File: src/rtl/piso_tx_pkg.sv
// Shared sequencer constants for the serial transmit path: FSM state
// encodings and the prescaler width helper.
package piso_tx_pkg;

  localparam int STATE_W = 2;

  localparam logic [STATE_W-1:0] ST_IDLE  = 2'd0;
  localparam logic [STATE_W-1:0] ST_SHIFT = 2'd1;
  localparam logic [STATE_W-1:0] ST_DONE  = 2'd2;

  // A divide-by-1 prescaler still needs one bit of counter storage.
  function automatic int prescaleWidth(input int m);
    return (m > 1) ? $clog2(m) : 1;
  endfunction

endpackage

File: src/rtl/piso_tx_mod_counter.sv
// Modulo-M counter that advances while enabled and pulses o_wrap on the
// cycle it rolls over from M-1 back to 0.
module mod_counter
  import piso_tx_pkg::*;
#(
  parameter int M = 4
) (
  input  logic clk,
  input  logic rst,
  input  logic i_en,
  output logic o_wrap
);

  localparam int W = prescaleWidth(M);
  localparam logic [W-1:0] LAST = W'(M - 1);

  logic [W-1:0] r_count;

  assign o_wrap = i_en && (r_count == LAST);

  always_ff @(posedge clk) begin
    if (!rst) begin
      r_count <= '0;
    end else if (i_en) begin
      r_count <= o_wrap ? '0 : r_count + W'(1);
    end
  end

endmodule

File: src/rtl/piso_tx.sv
// Parallel-in serial-out transmitter: captures an N-bit word and shifts it
// out MSB first, holding each bit for DIV clock cycles.
module piso_tx
  import piso_tx_pkg::*;
#(
  parameter int N        = 4,
  parameter int DIV      = 4,
  parameter bit IDLE_LVL = 1'b0
) (
  input  logic         clk,
  input  logic         rst,
  input  logic [N-1:0] din,
  input  logic         load,
  output logic         ready,
  output logic         sout,
  output logic         busy,
  output logic         done
);

  localparam int BW = $clog2(N + 1);
  localparam logic [BW-1:0] LAST_BIT = BW'(N - 1);

  logic [STATE_W-1:0] r_state;
  logic [N-1:0]       r_shift;
  logic [BW-1:0]      r_bitCnt;
  logic               r_sout;
  logic               w_bitTick;
  logic               w_shiftEn;
  logic [N-1:0]       w_shiftNext;

  assign w_shiftEn   = (r_state == ST_SHIFT);
  assign w_shiftNext = r_shift << 1;

  // The prescaler sits at zero outside SHIFT, so every word starts on a
  // full DIV-cycle bit period.
  mod_counter #(
    .M(DIV)
  ) u_prescale (
    .clk   (clk),
    .rst   (rst),
    .i_en  (w_shiftEn),
    .o_wrap(w_bitTick)
  );

  always_ff @(posedge clk) begin
    if (!rst) begin
      r_state  <= ST_IDLE;
      r_shift  <= '0;
      r_bitCnt <= '0;
      r_sout   <= IDLE_LVL;
    end else begin
      case (r_state)
        ST_IDLE: begin
          if (load) begin
            r_state  <= ST_SHIFT;
            r_shift  <= din;
            r_sout   <= din[N-1];
            r_bitCnt <= '0;
          end
        end
        ST_SHIFT: begin
          if (w_bitTick) begin
            if (r_bitCnt == LAST_BIT) begin
              r_state  <= ST_DONE;
              r_sout   <= IDLE_LVL;
              r_bitCnt <= BW'(N);
            end else begin
              r_shift  <= w_shiftNext;
              r_sout   <= w_shiftNext[N-1];
              r_bitCnt <= r_bitCnt + BW'(1);
            end
          end
        end
        ST_DONE: begin
          r_state  <= ST_IDLE;
          r_bitCnt <= '0;
        end
        default: begin
          r_state <= ST_IDLE;
          r_sout  <= IDLE_LVL;
        end
      endcase
    end
  end

  assign ready = (r_state == ST_IDLE);
  assign busy  = (r_state == ST_SHIFT);
  assign done  = (r_state == ST_DONE);
  assign sout  = r_sout;

endmodule

File: config.mk
export PLATFORM = sky130hd
export DESIGN_NAME = piso_tx
export DESIGN_NICKNAME = d
export VERILOG_FILES = /design/src/rtl/piso_tx_pkg.sv /design/src/rtl/piso_tx_mod_counter.sv /design/src/rtl/piso_tx.sv
export SDC_FILE = /design/constraint.sdc
export NUM_CORES = 1
export LEC_CHECK = 0
export BUFFER_PORTS_ARGS = -buffer_cell sky130_fd_sc_hd__buf_2
export CORE_MARGIN = 3
export CORE_UTILIZATION = 47
export DETAILED_ROUTE_END_ITERATION = 12
export PLACE_DENSITY = 0.74
export SLEW_MARGIN = 20
export SYNTH_ARGS = -nofsm -noshare
export SYNTH_HDL_FRONTEND = slang
export SYNTH_SLANG_ARGS = --single-unit
File: constraint.sdc
create_clock -name clk -period 4.25 [get_ports clk]
set_clock_uncertainty 0.15 [all_clocks]
set_input_delay 0.425 -clock clk [delete_from_list [all_inputs] [get_ports clk]]
set_output_delay 0.425 -clock clk [all_outputs]
set_load 0.005 [all_outputs]
==> Word level (Yosys, flattened, before mapping) <==
Index checks and enable logic that the tools add are counted.
{ "op_classes": {"add_sub_neg": 2, "n_eq_ne": 8, "mux": 17, "bitwise_logic": 1, "reduce_logical": 8} }
{ "op_table": {"columns": ["op", "n"], "rows": [
  ["3-bit two-way mux", 6],
  ["3-bit case mux with 3 select lines", 1],
  ["3-bit AND reduction", 3],
  ["2-bit two-way mux", 4],
  ["2-bit != test, second input constant", 4],
  ["3-bit case mux with 2 select lines", 1],
  ["2-bit == test, second input constant", 2],
  ["2-bit case mux with 2 select lines", 1],
  ["4-bit AND reduction", 1],
  ["3-bit by 1-bit adder with 3-bit output, second input constant", 1],
  ["3-bit by 2-bit == test with 1-bit output, second input constant", 1],
  ["1-bit two-way mux", 3],
  ["1-bit case mux with 3 select lines", 1],
  ["3-bit nonzero test", 1],
  ["2-bit by 1-bit adder with 2-bit output, second input constant", 1],
  ["2-bit by 1-bit == test with 1-bit output, second input constant", 1],
  ["2-bit logical NOT", 1],
  ["2-bit nonzero test", 1],
  ["1-bit logical AND", 1],
  ["1-bit NOT", 1]
]} }
{ "word_totals": {"regBits": 11} }

==> Depth between registers and ports, before layout <==
Gate-level depths: netlist (run 1).
{ "depth": {"ltp_word": 4, "depth_mapped": 5, "depth_no_buf": 5} }

==> By module <==
A second synthesis (run 1) with hierarchy kept.
{ "unflattened": {"hier_cells": 62, "area_unflattened_um2": 583.1} }
{ "by_module_without_submodules": {"columns": ["mod", "instances", "cells_each", "area_each_um2"], "rows": [
  ["piso_tx", 1, 53, 480.5],
  ["mod_counter", 1, 9, 102.6]
]} }

==> Worst setup path after synthesis (run 1) <==
Ideal clock, no wire load.
{ "synth_path": {"path_type": "reg2reg", "startpoint": "register u_prescale.r_count[0]", "endpoint": "register r_bitCnt[0]", "setup_ps": 70, "arrival_ps": 1160, "t_required_ps": 4030, "path_slack_ps": 2870, "stages_incl_launch_ff": 5, "path_buffers": 0, "period_less_slack_ps": 1380, "cell_sequence": "dfxtp_1 > ha_1 > nand3b_4 > or3_1 > a21oi_1"} }
{ "synth_via": {"elab_chain_len": 4} }
{ "synth_lines": {"columns": ["item", "line", "source"], "rows": [
  ["start, declared", "piso_tx_mod_counter.sv:17", "logic [W-1:0] r_count;"],
  ["start signal, assigned", "piso_tx_mod_counter.sv:25", "r_count <= o_wrap ? '0 : r_count + W'(1);"],
  ["2-bit == test", "piso_tx_mod_counter.sv:19", "assign o_wrap = i_en && (r_count == LAST);"],
  ["1-bit logical AND", "piso_tx_mod_counter.sv:19", null],
  ["2-bit != test (no source line)", null, null],
  ["3-bit AND reduction (no source line)", null, null],
  ["end signal, assigned", "piso_tx.sv:66", "r_bitCnt <= BW'(N);"],
  ["end signal, assigned", "piso_tx.sv:70", "r_bitCnt <= r_bitCnt + BW'(1);"],
  ["end, declared", "piso_tx.sv:25", "logic [BW-1:0] r_bitCnt;"]
]} }
Every way passes these cells.
A chain may end at the register's enable or synchronous reset.

==> Worst setup path after layout (run 1) <==
{ "layout_path": {"startpoint": "register r_state[0]", "endpoint": "output port ready"} }
{ "layout_via": {"elab_chain_len": 1} }
{ "layout_lines": {"columns": ["item", "line", "source"], "rows": [
  ["start, declared", "piso_tx.sv:23", "logic [STATE_W-1:0] r_state;"],
  ["start signal, assigned", "piso_tx.sv:47", "r_state <= ST_IDLE;"],
  ["start signal, assigned", "piso_tx.sv:55", "r_state <= ST_SHIFT;"],
  ["start signal, assigned", "piso_tx.sv:64", "r_state <= ST_DONE;"],
  ["2-bit logical NOT", "piso_tx.sv:86", "assign ready = (r_state == ST_IDLE);"],
  ["end, declared", "piso_tx.sv:14", "output logic ready,"]
]} }
Every way passes these cells.

==> results summary, run 1 <==
The final-report hold violation count is 0. For this design, the slowest cell found on the critical path is dfxtp_1. The final setup violation count is 0.

The final wirelength came out at 1120 um. Routability-driven placement finished with a final weighted congestion of ~0.8. For the pin with the worst max-slew slack, the measured transition is between 500 and 600 ps. After synthesis the netlist holds a flip-flop and latch count of 11. After detailed routing, the number of remaining DRC violations is 0.

TritonCTS built the clock tree. The largest net degree at the start of global routing is 14. Fill cells in the final layout number roughly 110. The HPWL reported at the end of detailed placement came out at approximately 850 um. The number of global-route vias before repair came out at roughly 420.

After synthesis, the mean cell area works out to around 9.5 um^2. For this run, the top clock speed supported by timing is roughly 540 MHz. After the first detailed-routing iteration, the DRC count stood at 11. The layout-stage area growth over the synthesis result is 12.8%. The footprint of the multi-input gates is around 360 um^2. The total clock buffers created by CTS came out at 3. The clock sink total is 11. The fraction of the cycle the final worst path needs came out at between 40% and 50%. The effective utilization at floorplan is 52.7%. The standby leakage power came out at between 0.3 and 0.4 nW. The final-report max-slew violation count came out at 0. The worst-case setup margin in the final layout came out at around 2400 ps. The average routed wire per standard cell is around 12 um. The number of nets in the synthesized netlist is 76. The number of I/O pins came out at 11. The power per unit of standard cell area is around 300 nW/um^2. The die width came out at roughly 42 um. The first global-routing pass estimated 1780 um of wire. The later pin in the worst-skew pair is clocked with a latency of 270 ps.

The total die area came out at 1780 um^2. The flow ran to the end, and the final reports show no timing, DRC or antenna violations. The count of nets left with antenna violations once routing finished came out at 0.

The total of buffers placed on input and output ports came out at 10. Data arrives at the worst endpoint at 1260 ps. The type of element launching the critical path is a register.

The number of max-cap violations is 0. The endpoint kind of the worst setup timing path is an output port. Clock tree synthesis selected as its root buffer the cell clkbuf_4. The hold-fix buffer count after cts is 0.

The number of synthesis warnings is 0. The mean number of vias per cell came out at approximately 5.5. For the final routed database, the setup TNS stands at 0 ps. The area taken by flip-flops and latches came out at around 220 um^2. For this run, the register share of the synthesized area comes to between 30 and 40%. The global-route congestion overflow total came out at 0. The overall power is around 0.21 mW. The placement row count came out at 12.

The worst path in the final design needs a cycle of ~1800 ps, including I/O delays and setup. The headroom to the max-slew limit came out at between 60 and 70%. CTS built an H-tree with a depth of 1. The worst supply voltage drop on vdd came out at ~220 uV. The detailed router placed 499 vias in this run. The largest buffer count on any clock path is 2. The synthesized netlist occupies a cell area of 617 um^2.

Sorting the synthesized cells by area gives the leading types as dfxtp_1 (36%), ha_1 (8.1%), a21oi_1 (4.9%). Hold is met by ~300 ps. The clock-pin transition on the worst setup and hold timing paths came out at roughly 70 ps. The synthesized design spends more area on one cell type than any other, namely dfxtp_1. The standard cell core area is 1170 um^2. The count of TritonRoute iterations in the first routing pass is 3.

The die is 42.2 um tall. The final net count came out at 89. The library cells used most frequently in the layout, excluding fill and tap cells, are dfxtp_1 (11), buf_2 (10), nand2_1 (8). The setup check on the worst reg-to-reg path leaves a slack of between 2000 and 3000 ps. Post-CTS repair changed the size of 0 cells. The library cell used most frequently in the layout, excluding fill and tap cells, is dfxtp_1. The highest net fanout along the worst path is 13. The total setup buffers inserted after CTS is 0. The distinct cell type count of the synthesized netlist came out at 28.

The worst slack after detailed placement came out at 2710 ps. The signal on the critical path passes through nor2_1, buf_2. The peak per-stage delay on the critical path is between 600 and 700 ps. Setup repair after global routing left no endpoint under its margin. The share of the synthesized area in the top cell type came out at a little over a third.

The post-route netlist has about a quarter of its cells at a drive strength greater than 1. The number of diodes added for antenna fixing is 0. STA puts the critical path data required time at approximately 3700 ps. The initial antenna violation count came out at 0.

The min-delay analysis places its worst path in the category input port to register. The number of standard cells after synthesis came out at 65. Across every metal layer, demand over resource in global routing totals between 10% and 20%. By startpoint and endpoint, the worst setup path is classified as register to output port.
[sequential cells by signal, summed over array words and instances, names as in the netlist]
register,flops
sout,1
u_prescale.r_count,2
r_bitCnt,3
r_shift,3
r_state,2
[cell type report]
cell class              count  share of cell area, %
multi-input cells          46                   51.3
flip-flops and latches     11                   31.7
repair buffers             10                   7.19
clock buffers               4                   3.78
inverters                   6                   3.60
well taps                  14                   2.52
[worst max-delay path, delay by kind of cell, from the launching register on]
kind | cells | cell delay [ps]
flops | 1 | 640
buf+inv | 1 | 170
simple gates | 1 | 190
[metal layers]
layer	global-route usage (%)	part of all wire (%)	vias up
li1	-	-	261
met1	17.9	52	228
met2	17.0	42	8
met3	7.73	5.0	2
met4	3.73	0.90	0
met5	0	0	-
[stage by stage]
stage,std cells,util [%],instance area [um^2]
2_1_floorplan,65,-,617
3_3_place_gp,87,57.2,669
3_5_place_dp,87,57.2,669
4_1_cts,91,59.4,696
5_1_grt,91,59.4,696
6_report,91,59.4,696
[kinds of logic after synthesis]
kind of cell    share of synthesized area (%)
compound gates                           21.1
mux                                      4.87
flops                                    35.7
buf+inv                                  6.49
simple gates                             23.7
fa+ha+maj                                8.11
[worst paths after layout]
kind,end,from,cells after the start
max,ready,r_state[0]$_SDFFE_PN0P_,2
min,sout$_SDFFE_PN0P_,rst,2
max reg2reg,r_bitCnt[0]$_SDFFE_PN0P_,u_prescale.r_count[0]$_SDFFE_PN0P_,4
min reg2reg,r_shift[2]$_SDFFE_PN0P_,r_shift[2]$_SDFFE_PN0P_,2
[report_power, final]
part | internal, mW | switching (mW)
Clock | 0.0363 | 0.0343
Sequential | 0.108 | 0.00609
Combinational | 0.0141 | 0.0147
Total | 0.159 | 0.0552
[synth_stat cells]
master	n
dfxtp_1	11
nand2_1	8
a21oi_1	6
inv_1	5
ha_1	4
mux2i_1	3
o211ai_1	3
nand3b_1	2
nor2_1	2
or2_2	2
or3_1	2
a32oi_1	1
a32oi_4	1
buf_6	1
clkbuf_1	1
inv_4	1
nand2b_4	1
nand3b_4	1
nand4b_1	1
nor2b_1	1
nor3_1	1
nor3b_1	1
o211a_1	1
o21ai_0	1
o221ai_1	1
o31a_1	1
o32ai_1	1
or2b_1	1
Power figures use the tool's default switching activity.
==> inputs of run 2 (changes only) <==
==> constraint.sdc (replaced) <==
create_clock -name clk -period 1.7 [get_ports clk]
set_clock_uncertainty 0.15 [all_clocks]
set_input_delay 0.17 -clock clk [delete_from_list [all_inputs] [get_ports clk]]
set_output_delay 0.17 -clock clk [all_outputs]
set_load 0.005 [all_outputs]
==> run 2 against run 1 <==
First-iteration DRC count did not move. Wire length rose by 9.8%. Largest cell class unchanged. Register-to-register slack worse by 2500 ps. Non-clock buffer count unchanged. Via count grew 2.6%. Critical endpoint is now r_shift[2]$_SDFFE_PN0P_. Critical path type is now register to register.
==> results summary, run 2 (synthesis results as in run 1) <==
The post-route antenna net violation count came out at 0. STA classifies the critical path endpoint as a register. The worst register-to-register path ends at r_shift[2]$_SDFFE_PN0P_. The critical path is of the register to register type. Buffers inserted during clock tree synthesis total 3. In this run switching power makes up 26.2% of total power.

The final setup violation count came out at 0. The clock network is responsible for between 30% and 40% of the overall power. The routability-driven placement congestion ratio came out at 0.800. The count of buffers added on input and output ports is 10. The region available for standard cell placement spans 1170 um^2. TritonCTS built the clock tree. The overall power is 0.538 mW. The average routed wire per standard cell came out at around 13 um. The minimum period implied by the final worst setup slack is 1540 ps. The final-report hold violation count came out at 0. The number of global-route vias before repair is around 480.

The routed layout has about 500 vias. The actual transition at the worst max-transition pin came out at around 330 ps. The peak clock frequency supported by timing is approximately 650 MHz. In this design, the largest share of critical-path delay is due to flip-flops.

For this design, the sink count on the clock tree is 11. The hold-fix buffer count after cts came out at 0. The fraction of layout instances using a drive strength above 1 is around a quarter.

The total die area is between 1500 and 2000 um^2. In this design, the critical path's most frequently occurring cell is ha_1. In this run the core area contains 12 standard-cell rows.

The clock-pin transition on the worst setup and hold timing paths is approximately 70 ps. The count of cells along the worst register-to-register path came out at 5. The cell depth of the worst hold path is 2. The fraction of the cycle the final worst path needs came out at about nine tenths. The headroom to the max-slew limit came out at between 70% and 80%. The type of element launching the critical path is a register. The final worst hold slack is around 70 ps. After detailed routing, the number of vias per cell comes to between 5 and 6. The total non-filler cell area in the finished layout is approximately 700 um^2. In this design, the stage delay of the slowest critical-path cell is 370 ps.

The placed instances occupy a cell area of roughly 670 um^2. Setup repair after global routing left no endpoint under its margin. The first-pass GRT wire length is about 2100 um. The power per unit of standard cell area came out at roughly 770 nW/um^2. The number of logic stages on the critical path including buffering came out at 5. The die height came out at 42.2 um. In the final layout, the registers with the most flip-flops are r_bitCnt: 3 flops, r_shift: 3 flops. The flow ran to the end, and the final reports show no timing, DRC or antenna violations. Together, buffers and inverters on the worst path number 1. For the worst setup path, the data required time is 1740 ps. The final-report max-slew violation count is 0. The worst supply voltage drop on vdd is a little under 400 uV. In this run the critical register-to-register path is launched from r_bitCnt[0]$_SDFFE_PN0P_.

The number of diodes added for antenna fixing is 0. In this run the worst path has a maximum fanout of 3. STA puts the critical path data arrival time at 1580 ps. The tree is rooted in a clkbuf_4. For this run, design rule violations remaining after detail routing come to 0. The final net count came out at 89.

Across all register-to-register paths, the minimum setup slack is roughly 160 ps. In the layout the commonest cells are buf_2 (10), dfxtp_1 (10), nand2_1 (8). The final wirelength came out at about 1200 um. The global-route congestion overflow total is 0. The number of placed cells counting well taps is 87. The number of I/O pins came out at 11. The largest net degree at the start of global routing came out at 14.

The finished layout holds 91 standard cells, fillers aside. From synthesis to final layout, the design area changed by 13.0%. The HPWL reported at the end of detailed placement is approximately 960 um. The die is 42.2 um wide. Summed over all failing endpoints, the final setup total negative slack is 0 ps. The largest buffer count on any clock path is 2. The path with the worst hold slack has its endpoint at sout$_SDFFE_PN0P_. The maximum level of the CTS H-tree came out at 1. The sequential fraction of design power is between 50% and 60%.

Internal power comes to a little under 0.4 mW. The count of TritonRoute iterations in the first routing pass came out at 4. The number of DRC markers after the initial detailed-route iteration came out at 11.

The switching component of the power came out at between 0.1 and 0.15 mW. For this design the static power due to leakage is around 0.32 nW. The signal on the critical path passes through ha_1, ha_1, inv_1, a32oi_4, mux2i_1.

In this run the worst hold path is classified as input port to register. The start point of the worst hold path is rst. The number of max-cap violations is 0.

The combinational cell fraction of total power came out at between 10% and 20%. The initial antenna violation count came out at 0. Once the floorplan was initialized, standard cells occupied between 50% and 60% of the core. The total routing usage reported by global routing is 15.7%. The clock latency at the later pin of the worst-skew pair came out at approximately 270 ps.

The cell type of the slowest stage on the worst timing path is dfxtp_1.
run 2: metrics by stage:
stage / utilization (%) / setup slack [ps]
final: 59.5 / 163
after floorplan: - / 320
after global placement: 57.2 / 212
after detailed placement: 57.2 / 171
after global routing: 59.5 / 27.8
after CTS: 59.4 / 90.8
run 2: final cells by class:
class	count	area (um^2)
inverters	6	25.0
clock buffers	4	26.3
well taps	14	17.5
repair buffers	10	50.0
flip-flops and latches	11	221
multi-input cells	46	357
fillers	114	474
run 2: worst max path at each step:
stage | start | end | slack [ps]
after floorplan | u_prescale.r_count[0]$_SDFFE_PN0P_ | r_bitCnt[0]$_SDFFE_PN0P_ | 320
after global placement | u_prescale.r_count[0]$_SDFFE_PN0P_ | r_bitCnt[0]$_SDFFE_PN0P_ | 210
after detailed placement | u_prescale.r_count[0]$_SDFFE_PN0P_ | sout$_SDFFE_PN0P_ | 170
after CTS | r_state[0]$_SDFFE_PN0P_ | ready | 90
after global routing | r_bitCnt[0]$_SDFFE_PN0P_ | r_shift[2]$_SDFFE_PN0P_ | 30
final | r_bitCnt[0]$_SDFFE_PN0P_ | r_shift[2]$_SDFFE_PN0P_ | 160
run 2: what timing repair did:
item,CTS,global route
resized for setup,0,1
hold endpoints to repair,0,0
setup buffers,0,0
setup endpoints to repair,0,1
run 2: routing by layer:
layer  global-route usage [%]  part of all wire, %
met1                     18.7                   44
met4                     3.73                 0.82
met5                        0                    0
met3                     7.73                  6.7
met2                     25.2                   49
run 2: power groups by stage:
stage / sequential (mW) / combinational, mW / clock [mW]
after CTS: 0.286 / 0.0751 / 0.184
after detailed placement: 0.292 / 0.0748 / 0
after global placement: 0.291 / 0.0730 / 0
final: 0.286 / 0.0746 / 0.177
after floorplan: 0.285 / 0.0590 / 0
after global routing: 0.289 / 0.0840 / 0.201
